<file path="src/rtl/fp_mul_pkg.sv">
// fp_mul_pkg: shared types and constants for the fp_mul_pipe slice.
//   fp_class_e       operand class (zero, normal, infinity, NaN)
//   FLG_*            bit positions inside the 4-bit exception flag vector
//   fp_bias()        exponent bias for a given exponent width
//   fp_qnan()        canonical quiet NaN pattern, LSB-aligned in 128 bits
package fp_mul_pkg;

    typedef enum logic [1:0] {
        CLS_ZERO = 2'd0,
        CLS_NORM = 2'd1,
        CLS_INF  = 2'd2,
        CLS_NAN  = 2'd3
    } fp_class_e;

    localparam int unsigned FLG_INV = 3;
    localparam int unsigned FLG_OVF = 2;
    localparam int unsigned FLG_UNF = 1;
    localparam int unsigned FLG_INX = 0;

    function automatic int unsigned fp_bias(input int unsigned exp_w);
        return (2 ** (exp_w - 1)) - 1;
    endfunction

    // {0, all-ones exponent, fraction MSB set}; callers truncate to their width.
    function automatic logic [127:0] fp_qnan(input int unsigned exp_w,
                                             input int unsigned man_w);
        logic [127:0] r;
        r = '0;
        for (int unsigned i = 0; i < exp_w; i++) begin
            r[man_w + i] = 1'b1;
        end
        r[man_w - 1] = 1'b1;
        return r;
    endfunction

endpackage

</file>
<file path="src/rtl/fp_mul_pipe_if.sv">
// fp_mul_pipe_if: operand/result handshake bundle for fp_mul_pipe.
//   in_valid/in_ready/a/b                 operand side
//   out_valid/out_ready/out_data/out_flags result side
//   master: operand producer + result consumer; slave: the multiplier.
interface fp_mul_pipe_if #(
    parameter int unsigned EXP_W = 8,
    parameter int unsigned MAN_W = 23
);
    localparam int unsigned W = 1 + EXP_W + MAN_W;

    logic         in_valid;
    logic         in_ready;
    logic [W-1:0] a;
    logic [W-1:0] b;
    logic         out_valid;
    logic         out_ready;
    logic [W-1:0] out_data;
    logic [3:0]   out_flags;

    modport master (
        output in_valid, a, b, out_ready,
        input  in_ready, out_valid, out_data, out_flags
    );

    modport slave (
        input  in_valid, a, b, out_ready,
        output in_ready, out_valid, out_data, out_flags
    );

endinterface

</file>
<file path="src/rtl/fp_mul_pipe_unpack.sv">
// fp_unpack: combinational split of a packed {sign, exp, frac} operand and
// classification into zero / normal / infinity / NaN. Subnormals (exp == 0)
// are reported as zero.
//   i_op    packed operand
//   o_sign  sign bit
//   o_exp   biased exponent field
//   o_frac  stored fraction (hidden bit not included)
//   o_cls   operand class
module fp_unpack
    import fp_mul_pkg::*;
#(
    parameter int unsigned EXP_W = 8,
    parameter int unsigned MAN_W = 23
) (
    input  logic [EXP_W+MAN_W:0] i_op,
    output logic                 o_sign,
    output logic [EXP_W-1:0]     o_exp,
    output logic [MAN_W-1:0]     o_frac,
    output fp_class_e            o_cls
);

    assign o_sign = i_op[EXP_W+MAN_W];
    assign o_exp  = i_op[MAN_W +: EXP_W];
    assign o_frac = i_op[MAN_W-1:0];

    always_comb begin
        o_cls = CLS_NORM;
        if (o_exp == '0) begin
            o_cls = CLS_ZERO;
        end else if (o_exp == '1) begin
            o_cls = (o_frac == '0) ? CLS_INF : CLS_NAN;
        end
    end

endmodule

</file>
<file path="src/rtl/fp_mul_pipe.sv">
// fp_mul_pipe: 4-stage pipelined floating-point multiplier, round to nearest
// even, subnormals flushed to zero, canonical qNaN on invalid operations.
//   clk, reset      clock, asynchronous active-low reset
//   bus (slave)     in_valid/in_ready/a/b, out_valid/out_ready/out_data/out_flags
//                   out_flags = {invalid, overflow, underflow, inexact}
// Optional (FP_MUL_STICKY_FLAGS_EN defined):
//   clr_flags       clear accumulated flags (this cycle's handshake still lands)
//   sticky_flags    OR of out_flags over every accepted result
// Stages: S1 classify + exponent sum, S2 significand product,
//         S3 normalise + round, S4 special-case pack into output registers.
module fp_mul_pipe
    import fp_mul_pkg::*;
#(
    parameter int unsigned EXP_W = 8,
    parameter int unsigned MAN_W = 23
) (
    input  logic        clk,
    input  logic        reset,
`ifdef FP_MUL_STICKY_FLAGS_EN
    input  logic        clr_flags,
    output logic [3:0]  sticky_flags,
`endif
    fp_mul_pipe_if.slave bus
);

    localparam int unsigned W  = 1 + EXP_W + MAN_W;
    localparam int unsigned EW = EXP_W + 2;
    localparam int unsigned SW = MAN_W + 1;
    localparam int unsigned PW = 2 * SW;

    localparam logic [W-1:0]  QNAN = W'(fp_qnan(EXP_W, MAN_W));
    localparam logic [EW-1:0] BIAS = EW'(fp_bias(EXP_W));
    localparam logic [EW-1:0] EMAX = EW'((2 ** EXP_W) - 1);

    // Single advance enable: every stage moves together or holds together.
    logic w_adv;
    assign w_adv       = !bus.out_valid || bus.out_ready;
    assign bus.in_ready = w_adv;

    // ---------------- S1: unpack / classify ----------------
    logic             w_sa, w_sb;
    logic [EXP_W-1:0] w_ea, w_eb;
    logic [MAN_W-1:0] w_fa, w_fb;
    fp_class_e        w_ca, w_cb;
    logic [EW-1:0]    w_e1;

    fp_unpack #(.EXP_W(EXP_W), .MAN_W(MAN_W)) u_unpack_a (
        .i_op(bus.a), .o_sign(w_sa), .o_exp(w_ea), .o_frac(w_fa), .o_cls(w_ca)
    );

    fp_unpack #(.EXP_W(EXP_W), .MAN_W(MAN_W)) u_unpack_b (
        .i_op(bus.b), .o_sign(w_sb), .o_exp(w_eb), .o_frac(w_fb), .o_cls(w_cb)
    );

    // Two's-complement exponent; the two extra bits hold the sign and the
    // carry so both overflow and "<= 0" can be read off directly later.
    assign w_e1 = {2'b00, w_ea} + {2'b00, w_eb} - BIAS;

    logic            r_s1_valid, r_s1_sign;
    fp_class_e       r_s1_ca, r_s1_cb;
    logic [EW-1:0]   r_s1_e;
    logic [SW-1:0]   r_s1_ma, r_s1_mb;

    always_ff @(posedge clk or negedge reset) begin
        if (!reset) begin
            r_s1_valid <= 1'b0;
            r_s1_sign  <= 1'b0;
            r_s1_ca    <= CLS_ZERO;
            r_s1_cb    <= CLS_ZERO;
            r_s1_e     <= '0;
            r_s1_ma    <= '0;
            r_s1_mb    <= '0;
        end else if (w_adv) begin
            r_s1_valid <= bus.in_valid;
            r_s1_sign  <= w_sa ^ w_sb;
            r_s1_ca    <= w_ca;
            r_s1_cb    <= w_cb;
            r_s1_e     <= w_e1;
            r_s1_ma    <= {1'b1, w_fa};
            r_s1_mb    <= {1'b1, w_fb};
        end
    end

    // ---------------- S2: significand product ----------------
    logic            r_s2_valid, r_s2_sign;
    fp_class_e       r_s2_ca, r_s2_cb;
    logic [EW-1:0]   r_s2_e;
    logic [PW-1:0]   r_s2_prod;

    always_ff @(posedge clk or negedge reset) begin
        if (!reset) begin
            r_s2_valid <= 1'b0;
            r_s2_sign  <= 1'b0;
            r_s2_ca    <= CLS_ZERO;
            r_s2_cb    <= CLS_ZERO;
            r_s2_e     <= '0;
            r_s2_prod  <= '0;
        end else if (w_adv) begin
            r_s2_valid <= r_s1_valid;
            r_s2_sign  <= r_s1_sign;
            r_s2_ca    <= r_s1_ca;
            r_s2_cb    <= r_s1_cb;
            r_s2_e     <= r_s1_e;
            r_s2_prod  <= PW'(r_s1_ma) * PW'(r_s1_mb);
        end
    end

    // ---------------- S3: normalise and round ----------------
    // w_norm drops the leading one, so its top MAN_W bits are the fraction
    // whichever way the product was aligned.
    logic [PW-2:0]    w_norm;
    logic [EW-1:0]    w_e3a, w_e3;
    logic [MAN_W-1:0] w_frac_t, w_frac3;
    logic             w_g, w_r, w_s, w_up;
    logic [SW:0]      w_sig;

    always_comb begin
        if (r_s2_prod[PW-1]) begin
            w_norm = r_s2_prod[PW-2:0];
            w_e3a  = r_s2_e + EW'(1);
        end else begin
            w_norm = {r_s2_prod[PW-3:0], 1'b0};
            w_e3a  = r_s2_e;
        end
        w_frac_t = w_norm[PW-2 -: MAN_W];
        w_g      = w_norm[PW-2-MAN_W];
        w_r      = w_norm[PW-3-MAN_W];
        w_s      = |w_norm[PW-4-MAN_W:0];
        w_up     = w_g & (w_r | w_s | w_frac_t[0]);
        w_sig    = {2'b01, w_frac_t} + (SW+1)'(w_up);
        if (w_sig[SW]) begin
            w_frac3 = w_sig[MAN_W:1];
            w_e3    = w_e3a + EW'(1);
        end else begin
            w_frac3 = w_sig[MAN_W-1:0];
            w_e3    = w_e3a;
        end
    end

    logic             r_s3_valid, r_s3_sign, r_s3_inx;
    fp_class_e        r_s3_ca, r_s3_cb;
    logic [EW-1:0]    r_s3_e;
    logic [MAN_W-1:0] r_s3_frac;

    always_ff @(posedge clk or negedge reset) begin
        if (!reset) begin
            r_s3_valid <= 1'b0;
            r_s3_sign  <= 1'b0;
            r_s3_inx   <= 1'b0;
            r_s3_ca    <= CLS_ZERO;
            r_s3_cb    <= CLS_ZERO;
            r_s3_e     <= '0;
            r_s3_frac  <= '0;
        end else if (w_adv) begin
            r_s3_valid <= r_s2_valid;
            r_s3_sign  <= r_s2_sign;
            r_s3_inx   <= w_g | w_r | w_s;
            r_s3_ca    <= r_s2_ca;
            r_s3_cb    <= r_s2_cb;
            r_s3_e     <= w_e3;
            r_s3_frac  <= w_frac3;
        end
    end

    // ---------------- S4: special-case pack ----------------
    logic [W-1:0] w_data4;
    logic [3:0]   w_flags4;
    logic         w_any_nan, w_any_inf, w_any_zero;

    always_comb begin
        w_any_nan  = (r_s3_ca == CLS_NAN)  || (r_s3_cb == CLS_NAN);
        w_any_inf  = (r_s3_ca == CLS_INF)  || (r_s3_cb == CLS_INF);
        w_any_zero = (r_s3_ca == CLS_ZERO) || (r_s3_cb == CLS_ZERO);
        w_data4    = '0;
        w_flags4   = '0;
        if (w_any_nan || (w_any_inf && w_any_zero)) begin
            w_data4           = QNAN;
            w_flags4[FLG_INV] = 1'b1;
        end else if (w_any_inf) begin
            w_data4 = {r_s3_sign, {EXP_W{1'b1}}, {MAN_W{1'b0}}};
        end else if (w_any_zero) begin
            w_data4 = {r_s3_sign, {(W-1){1'b0}}};
        end else if (!r_s3_e[EW-1] && (r_s3_e >= EMAX)) begin
            w_data4           = {r_s3_sign, {EXP_W{1'b1}}, {MAN_W{1'b0}}};
            w_flags4[FLG_OVF] = 1'b1;
            w_flags4[FLG_INX] = 1'b1;
        end else if (r_s3_e[EW-1] || (r_s3_e == '0)) begin
            w_data4           = {r_s3_sign, {(W-1){1'b0}}};
            w_flags4[FLG_UNF] = 1'b1;
            w_flags4[FLG_INX] = 1'b1;
        end else begin
            w_data4           = {r_s3_sign, r_s3_e[EXP_W-1:0], r_s3_frac};
            w_flags4[FLG_INX] = r_s3_inx;
        end
    end

    logic         r_s4_valid;
    logic [W-1:0] r_s4_data;
    logic [3:0]   r_s4_flags;

    always_ff @(posedge clk or negedge reset) begin
        if (!reset) begin
            r_s4_valid <= 1'b0;
            r_s4_data  <= '0;
            r_s4_flags <= '0;
        end else if (w_adv) begin
            r_s4_valid <= r_s3_valid;
            r_s4_data  <= w_data4;
            r_s4_flags <= w_flags4;
        end
    end

    assign bus.out_valid = r_s4_valid;
    assign bus.out_data  = r_s4_data;
    assign bus.out_flags = r_s4_flags;

`ifdef FP_MUL_STICKY_FLAGS_EN
    // Clear and a same-cycle handshake combine so that result's flags survive.
    logic [3:0] r_sticky;
    logic       w_hs;

    assign w_hs = r_s4_valid && bus.out_ready;

    always_ff @(posedge clk or negedge reset) begin
        if (!reset) begin
            r_sticky <= '0;
        end else begin
            r_sticky <= (clr_flags ? 4'b0000 : r_sticky) | (w_hs ? r_s4_flags : 4'b0000);
        end
    end

    assign sticky_flags = r_sticky;
`endif

endmodule

</file>
<file path="src/flat_wrapper.sv">
// flat-port wrapper written by rule: the top's interface ports become plain ports
module fp_mul_pipe_flat import fp_mul_pkg::*;
#(
    parameter int unsigned EXP_W = 8,
    parameter int unsigned MAN_W = 23
)
  (clk, reset, bus_in_valid, bus_a, bus_b, bus_out_ready, bus_in_ready, bus_out_valid, bus_out_data, bus_out_flags);
  fp_mul_pipe_if #(.EXP_W(EXP_W), .MAN_W(MAN_W)) bus_i ();
  input  logic clk;
  input  logic reset;
  input wire logic [$bits(bus_i.in_valid)-1:0] bus_in_valid;
  input wire logic [$bits(bus_i.a)-1:0] bus_a;
  input wire logic [$bits(bus_i.b)-1:0] bus_b;
  input wire logic [$bits(bus_i.out_ready)-1:0] bus_out_ready;
  output wire logic [$bits(bus_i.in_ready)-1:0] bus_in_ready;
  output wire logic [$bits(bus_i.out_valid)-1:0] bus_out_valid;
  output wire logic [$bits(bus_i.out_data)-1:0] bus_out_data;
  output wire logic [$bits(bus_i.out_flags)-1:0] bus_out_flags;
  assign bus_i.in_valid = bus_in_valid;
  assign bus_i.a = bus_a;
  assign bus_i.b = bus_b;
  assign bus_i.out_ready = bus_out_ready;
  assign bus_in_ready = bus_i.in_ready;
  assign bus_out_valid = bus_i.out_valid;
  assign bus_out_data = bus_i.out_data;
  assign bus_out_flags = bus_i.out_flags;
  fp_mul_pipe #(.EXP_W(EXP_W), .MAN_W(MAN_W)) u_core (.clk(clk), .reset(reset), .bus(bus_i));
endmodule
</file>
<file path="config.mk">
export PLATFORM = sky130hd
export DESIGN_NAME = fp_mul_pipe_flat
export DESIGN_NICKNAME = d
export VERILOG_FILES = /design/src/rtl/fp_mul_pkg.sv /design/src/rtl/fp_mul_pipe_if.sv /design/src/rtl/fp_mul_pipe_unpack.sv /design/src/rtl/fp_mul_pipe.sv /design/src/flat_wrapper.sv
export SDC_FILE = /design/constraint.sdc
export NUM_CORES = 2
export LEC_CHECK = 0
export ABC_AREA = 0
export CORE_MARGIN = 8
export CORE_UTILIZATION = 50
export DETAILED_ROUTE_END_ITERATION = 7
export GPL_TIMING_DRIVEN = 0
export PLACE_DENSITY = 0.7
export SYNTH_ARGS = -nofsm -noshare
export SYNTH_HDL_FRONTEND = slang
export SYNTH_SLANG_ARGS = --single-unit
</file>
<file path="constraint.sdc">
create_clock -name clk -period 7.14 [get_ports clk]
set_clock_uncertainty 0.15 [all_clocks]
set_input_delay 1.071 -clock clk [delete_from_list [all_inputs] [get_ports clk]]
set_output_delay 1.071 -clock clk [all_outputs]
set_load 0.005 [all_outputs]
</file>
* Yosys cells after proc, flatten, opt, wreduce, memory -nomap -nowiden
Cells that the tools add are included.
** Operators by class
- Bitwise gates (word level) :: 6
- Eq/ne operators :: 6
- Magnitude comparators :: 1
- Add/subtract/negate cells :: 5
- Reductions and logical operators :: 18
- Muxes and demuxes :: 24
- Multiply operators :: 1
** Operators with widths (number)
- 31-bit 2-to-1 mux :: 4
- 24-bit by 24-bit multiplier with 48-bit output :: 1
- 47-bit 2-to-1 mux :: 1
- 23-bit logical NOT :: 2
- 32-bit 2-to-1 mux :: 1
- 24-bit by 1-bit adder with 25-bit output :: 1
- 23-bit 2-to-1 mux :: 1
- 22-bit OR reduction :: 1
- 10-bit by 1-bit adder with 10-bit output, second input constant :: 2
- 10-bit 2-to-1 mux :: 2
- 8-bit == test, second input constant :: 2
- 8-bit logical NOT :: 2
- 10-bit by 8-bit >= comparator with 1-bit output, second input constant :: 1
- 10-bit logical NOT :: 1
- 10-bit by 7-bit subtractor with 10-bit output, second input constant :: 1
- 8-bit by 8-bit adder with 9-bit output :: 1
- 3-bit 2-to-1 mux :: 3
- 2-bit == test, second input constant :: 4
- 1-bit 2-to-1 mux :: 8
- 2-bit 2-to-1 mux :: 4
- 1-bit logical OR :: 6
- 2-bit logical NOT :: 2
- 1-bit bitwise OR :: 4
- 1-bit logical AND :: 2
- 3 further kinds :: 4
** Storage, ports and cells
- Word-level logic and storage cells :: 84
- Input bits :: 68
- Output and inout port bits :: 38
- Register bits after elaboration :: 205

* Logic depth before layout (Yosys ltp)
- Depth in word-level cells :: 7
- Depth in mapped cells :: 26
- Gate-level depth less buffers :: 24

* Modules after synthesis
Synthesis repeated with hierarchy kept, for this count alone.
** Second synthesis, totals
- Cell total of the unflattened synthesis :: 3272
- Area, all modules :: 29090.4 um2
** Modules (own cells, without submodules)
- fp_mul_pipe :: cells an instance 3180, instances 1, seq. area each 5104.9 um2, area an instance 28417.3 um2
- fp_unpack :: cells an instance 46, instances 2, seq. area each 0.0 um2, area an instance 336.6 um2

* Worst setup path before layout
Ideal clock, no wire load.
- Path kind :: register -> register
- Start point :: register u_core.r_s1_mb[3]
- End point :: register u_core.r_s2_prod[45]
- Clock period less this slack :: 6.864 ns
- Buffers on the path :: 2
- Setup slack :: 0.276 ns
- Cell stages (with the launch flop) :: 26
- Required time :: 6.870 ns
- Setup time :: 0.120 ns
- Data arrival time :: 6.594 ns
- Cells stage by stage :: dfrtp_1 clkbuf_1 nand2_1 fa_1 inv_1 fa_1 inv_1 fa_1 inv_1 fa_1 inv_1 fa_1 inv_1 fa_1 inv_1 fa_1 inv_1 ha_1 clkbuf_1 nand3_1 a2111oi_2 o31ai_1 a211oi_1 o211ai_1 a211oi_1 and3b_1
** Between the ends
- Longest elaborated chain between the ends :: 1
** Ends and longest elaborated chain
- from (decl) :: RTL line fp_mul_pipe.sv:62 : logic [SW-1:0] r_s1_ma, r_s1_mb;
- from (signal assigned) :: RTL line fp_mul_pipe.sv:80 : r_s1_mb <= {1'b1, w_fb};
- 24-bit by 24-bit multiplier with 48-bit output :: RTL line fp_mul_pipe.sv:104 : r_s2_prod <= PW'(r_s1_ma) * PW'(r_s1_mb);
- to (signal assigned) :: RTL line fp_mul_pipe.sv:104
- to (decl) :: RTL line fp_mul_pipe.sv:88 : logic [PW-1:0] r_s2_prod;
Every way passes these cells.
A chain may end at the register's enable or synchronous reset.

* Worst setup path in the final report
- Start point :: register u_core.r_s1_mb[11]
- End point :: register u_core.r_s2_prod[40]
The elaborated chain is that of the path after synthesis.

==> run_results.csv <==
group,metric,value,unit
synth,synthCells,3247,
die,pin_count,106,
cts,cts_max_level,1,
cts,cts_sinks,204,
grt,grt_pass1_vias,24513,
worst_hold_path,hold_path_class,"reg -> reg",
timing,drv_slew,0,
critical_path,worstPathArrival,7.34,ns
timing,finalSetupViolCount,0,
critical_path,endpoint_kind,"register",
timing,period_share,99.3,%
final_layout,fillers,5114,
timing,hold_viol,0,
drt,drt-pass1-iter-count,5,
drt,routedWlPerCell,22.5,um
critical_path,crit_chain,"buf_4, buf_4, and2_1, fa_1, fa_1, inv_1, fa_1, fa_1, inv_1, fa_1, fa_1, inv_1, fa_2, inv_1, ha_4, and2_4, a21bo_4, a311oi_4, or3_4, a21oi_4, a311oi_4, xor2_1, a21oi_1",
grt,grt-ovfl-total,0,
drt,drt.antenna.violating_nets,0,
synth,synth_cell_types,70,
die,core_area,57300,um2
timing,setup_tns,0,ns
run,maxCapViolations,0,
grt,antenna_found_initial,2,
critical_path,critPathMaxFanout,7,
critical_path,crit_path_start_kind,"register",
synth,synth_area_per_cell,8.85,um2
critical_path,cp.required,7.39,ns
timing,timing.final.ws_setup,0.0481,ns
synth,ys_async_sr_fraction,100,%
final_layout,regArea,5150,um2
final_layout,multiInputGateArea,21400,um2
drt,vias_per_cell,5.67,
critical_path,crit_top_cell,"fa_1",
critical_path,cpPeakStageDelay,0.60,ns
final_layout,drive_gt1_share,9.21,%
timing,worst_slew_pin_slew,1.27,ns
synth,synth_edf_count,0,
timing,min_period,7.09,ns
die,die_area,65400,um2
drt,drcViolationCount,0,
synth,ys.flop_type,"dfrtp_1",
final_layout,area_delta_synth_final,15.4,%
grt,grt_usage,28.4,%
placement,gp_congestion,0.993,
synth,ys_seq_area_share,17.8,%
placement,dp_hpwl,73900,um
cts,clock_latency,0.55,ns
final_layout,final_common_cell,"nand2_1",
grt,grt_pass1_wl,144000,um
timing,rsz0062_at_grt,"true",
die,die_y,256,um
synth,synthesis.area,28700,um2
synth,yosysWarnings,0,
timing,fmax,0.141,GHz
cts,cts_tree,"yes",
synth,syn-num-nets,3985,
die,start_util,50.2,%
die,fp-row-count,88,
synth,yosys_register_bits,204,
grt,grt_start_max_net_pins,111,
critical_path,cp_slowest_cell,"fa_2",
critical_path,critical_path_class,"reg -> reg",
cts,cts.clk_slew.worst_paths,0.06,ns
cts,cts_buffer_depth,3,
die,die_x,256,um
drt,drtIter0Drc,2364,
final_layout,finalNetCount,4165,
final_layout,layout_common_cells,"nand2_1, inv_1, fa_1",
placement,pre_cts_ws,-1.25,ns
timing,slew-limit-headroom,14.9,%
placement,numPortBuffers,105,
cts,cts-root-buf,"clkbuf_16",
outcome,outcome,"finished clean",
drt,dr_total_vias,23919,
drt,routed_wl,94900,um
cts,numCtsBuffers,25,
routing by layer:
| layer | part of all wire, % | GRT usage (%) | vias up |
|---|---|---|---|
| met1 | 40 | 38.0 | 12006 |
| li1 | - | - | 10350 |
| met2 | 43 | 43.1 | 1256 |
| met3 | 11 | 7.20 | 307 |
| met4 | 5.9 | 13.5 | 0 |
| met5 | 0 | 0 | - |
final timing paths:
path | from | to | slack (ns) | depth (start not counted)
worst max-delay path | u_core.r_s1_mb[11]$_DFFE_PN0P_ | u_core.r_s2_prod[40]$_DFFE_PN0P_ | 0.05 | 23
worst min-delay path | u_core.r_s2_ca[1]$_DFFE_PN0P_ | u_core.r_s2_ca[1]$_DFFE_PN0P_ | 0.32 | 2
worst max register to register | u_core.r_s1_mb[11]$_DFFE_PN0P_ | u_core.r_s2_prod[40]$_DFFE_PN0P_ | 0.05 | 23
worst min register to register | u_core.r_s2_ca[1]$_DFFE_PN0P_ | u_core.r_s2_ca[1]$_DFFE_PN0P_ | 0.32 | 2
max in group asynchronous | reset | u_core.bus.out_data[16]$_DFFE_PN0P_ | 5.38 | 2
min in group asynchronous | reset | u_core.r_s1_ma[16]$_DFFE_PN0P_ | 0.41 | 1
synthesized netlist by cell type, drive strengths merged, types with 23 or more instances:
cell type	instances	share of area (%)
nand2	612	8.0
inv	559	7.3
fa	483	34
and2	311	6.8
dfrtp	204	18
ha	187	8.1
clkbuf	148	1.9
nor2	121	1.6
a21oi	106	1.8
o21ai	65	1.1
xor2	48	1.5
xnor2	46	1.4
a21o	34	0.89
a22o	31	0.94
nand3	30	0.57
nor4	25	0.57
nand4	24	0.60
nor3	23	0.44
state kept, by name, summed over array words and instances (netlist names), 2 cells and up:
signal / cells
u_core.r_s2_prod: 48
u_core.bus.out_data: 32
u_core.r_s1_mb: 24
u_core.r_s1_ma: 23
u_core.r_s3_frac: 23
u_core.r_s1_e: 10
u_core.r_s2_e: 10
u_core.r_s3_e: 10
u_core.bus.out_flags: 4
u_core.r_s1_ca: 2
u_core.r_s1_cb: 2
u_core.r_s2_ca: 2
u_core.r_s2_cb: 2
u_core.r_s3_ca: 2
u_core.r_s3_cb: 2
metrics by stage:
| stage | utilization [%] | cells | cell area, um2 | hold WS (ns) |
|---|---|---|---|---|
| floorplan | - | 3247 | 28700 | 0.280 |
| detailed placement | 53.8 | 4118 | 30800 | 0.306 |
| CTS | 56.8 | 4178 | 32500 | 0.314 |
| finish | 57.9 | 4215 | 33200 | 0.320 |
| global placement | 53.7 | 4117 | 30700 | 0.300 |
| global route | 57.9 | 4207 | 33100 | 0.342 |
timing repair:
item / in CTS / in global routing
buffers inserted: 22 / 34
gates cloned: 0 / 1
endpoints found under the setup margin: 29 / 20
hold buffers: 0 / 0
gates resized for setup: 275 / 113
pin swaps: 8 / 27
critical path, delay by kind of cell (launching register included):
kind | cells | cell delay [ns]
AOI/OAI and AO/OA | 5 | 1.11
xor gates and xnor gates | 1 | 0.23
adders and majority gates | 8 | 3.66
buffers and inverters | 6 | 0.63
DFF | 1 | 0.53
and+or+nand+nor | 3 | 0.59
cell families (layout without fill, tap and decap cells):
group	after synthesis	after routing	synth area share (%)
buffers and inverters	726	921	9.53
XOR/XNOR	94	94	2.86
AO/OA/AOI/OAI	323	323	7.21
flip-flops	204	204	17.8
other	0	8	0
AND/OR/NAND/NOR	1210	1210	20.1
multiplexers	20	20	0.714
adder cells (fa/ha/maj)	670	670	41.8
layout make-up:
type                       instances  share of cell area [%]
antenna                            8                  0.0604
buffer                           157                    3.74
timing repair buffer             163                    4.68
clock inverter                     9                   0.294
multi-input combinational       2317                    64.4
sequential                       204                    15.5
tap                              765                    2.89
clock buffer                      33                    2.07
inverter                         559                    6.33
Power is not shown: default switching activity piles up to over one toggle a cycle in this logic, so the estimate is an artifact.
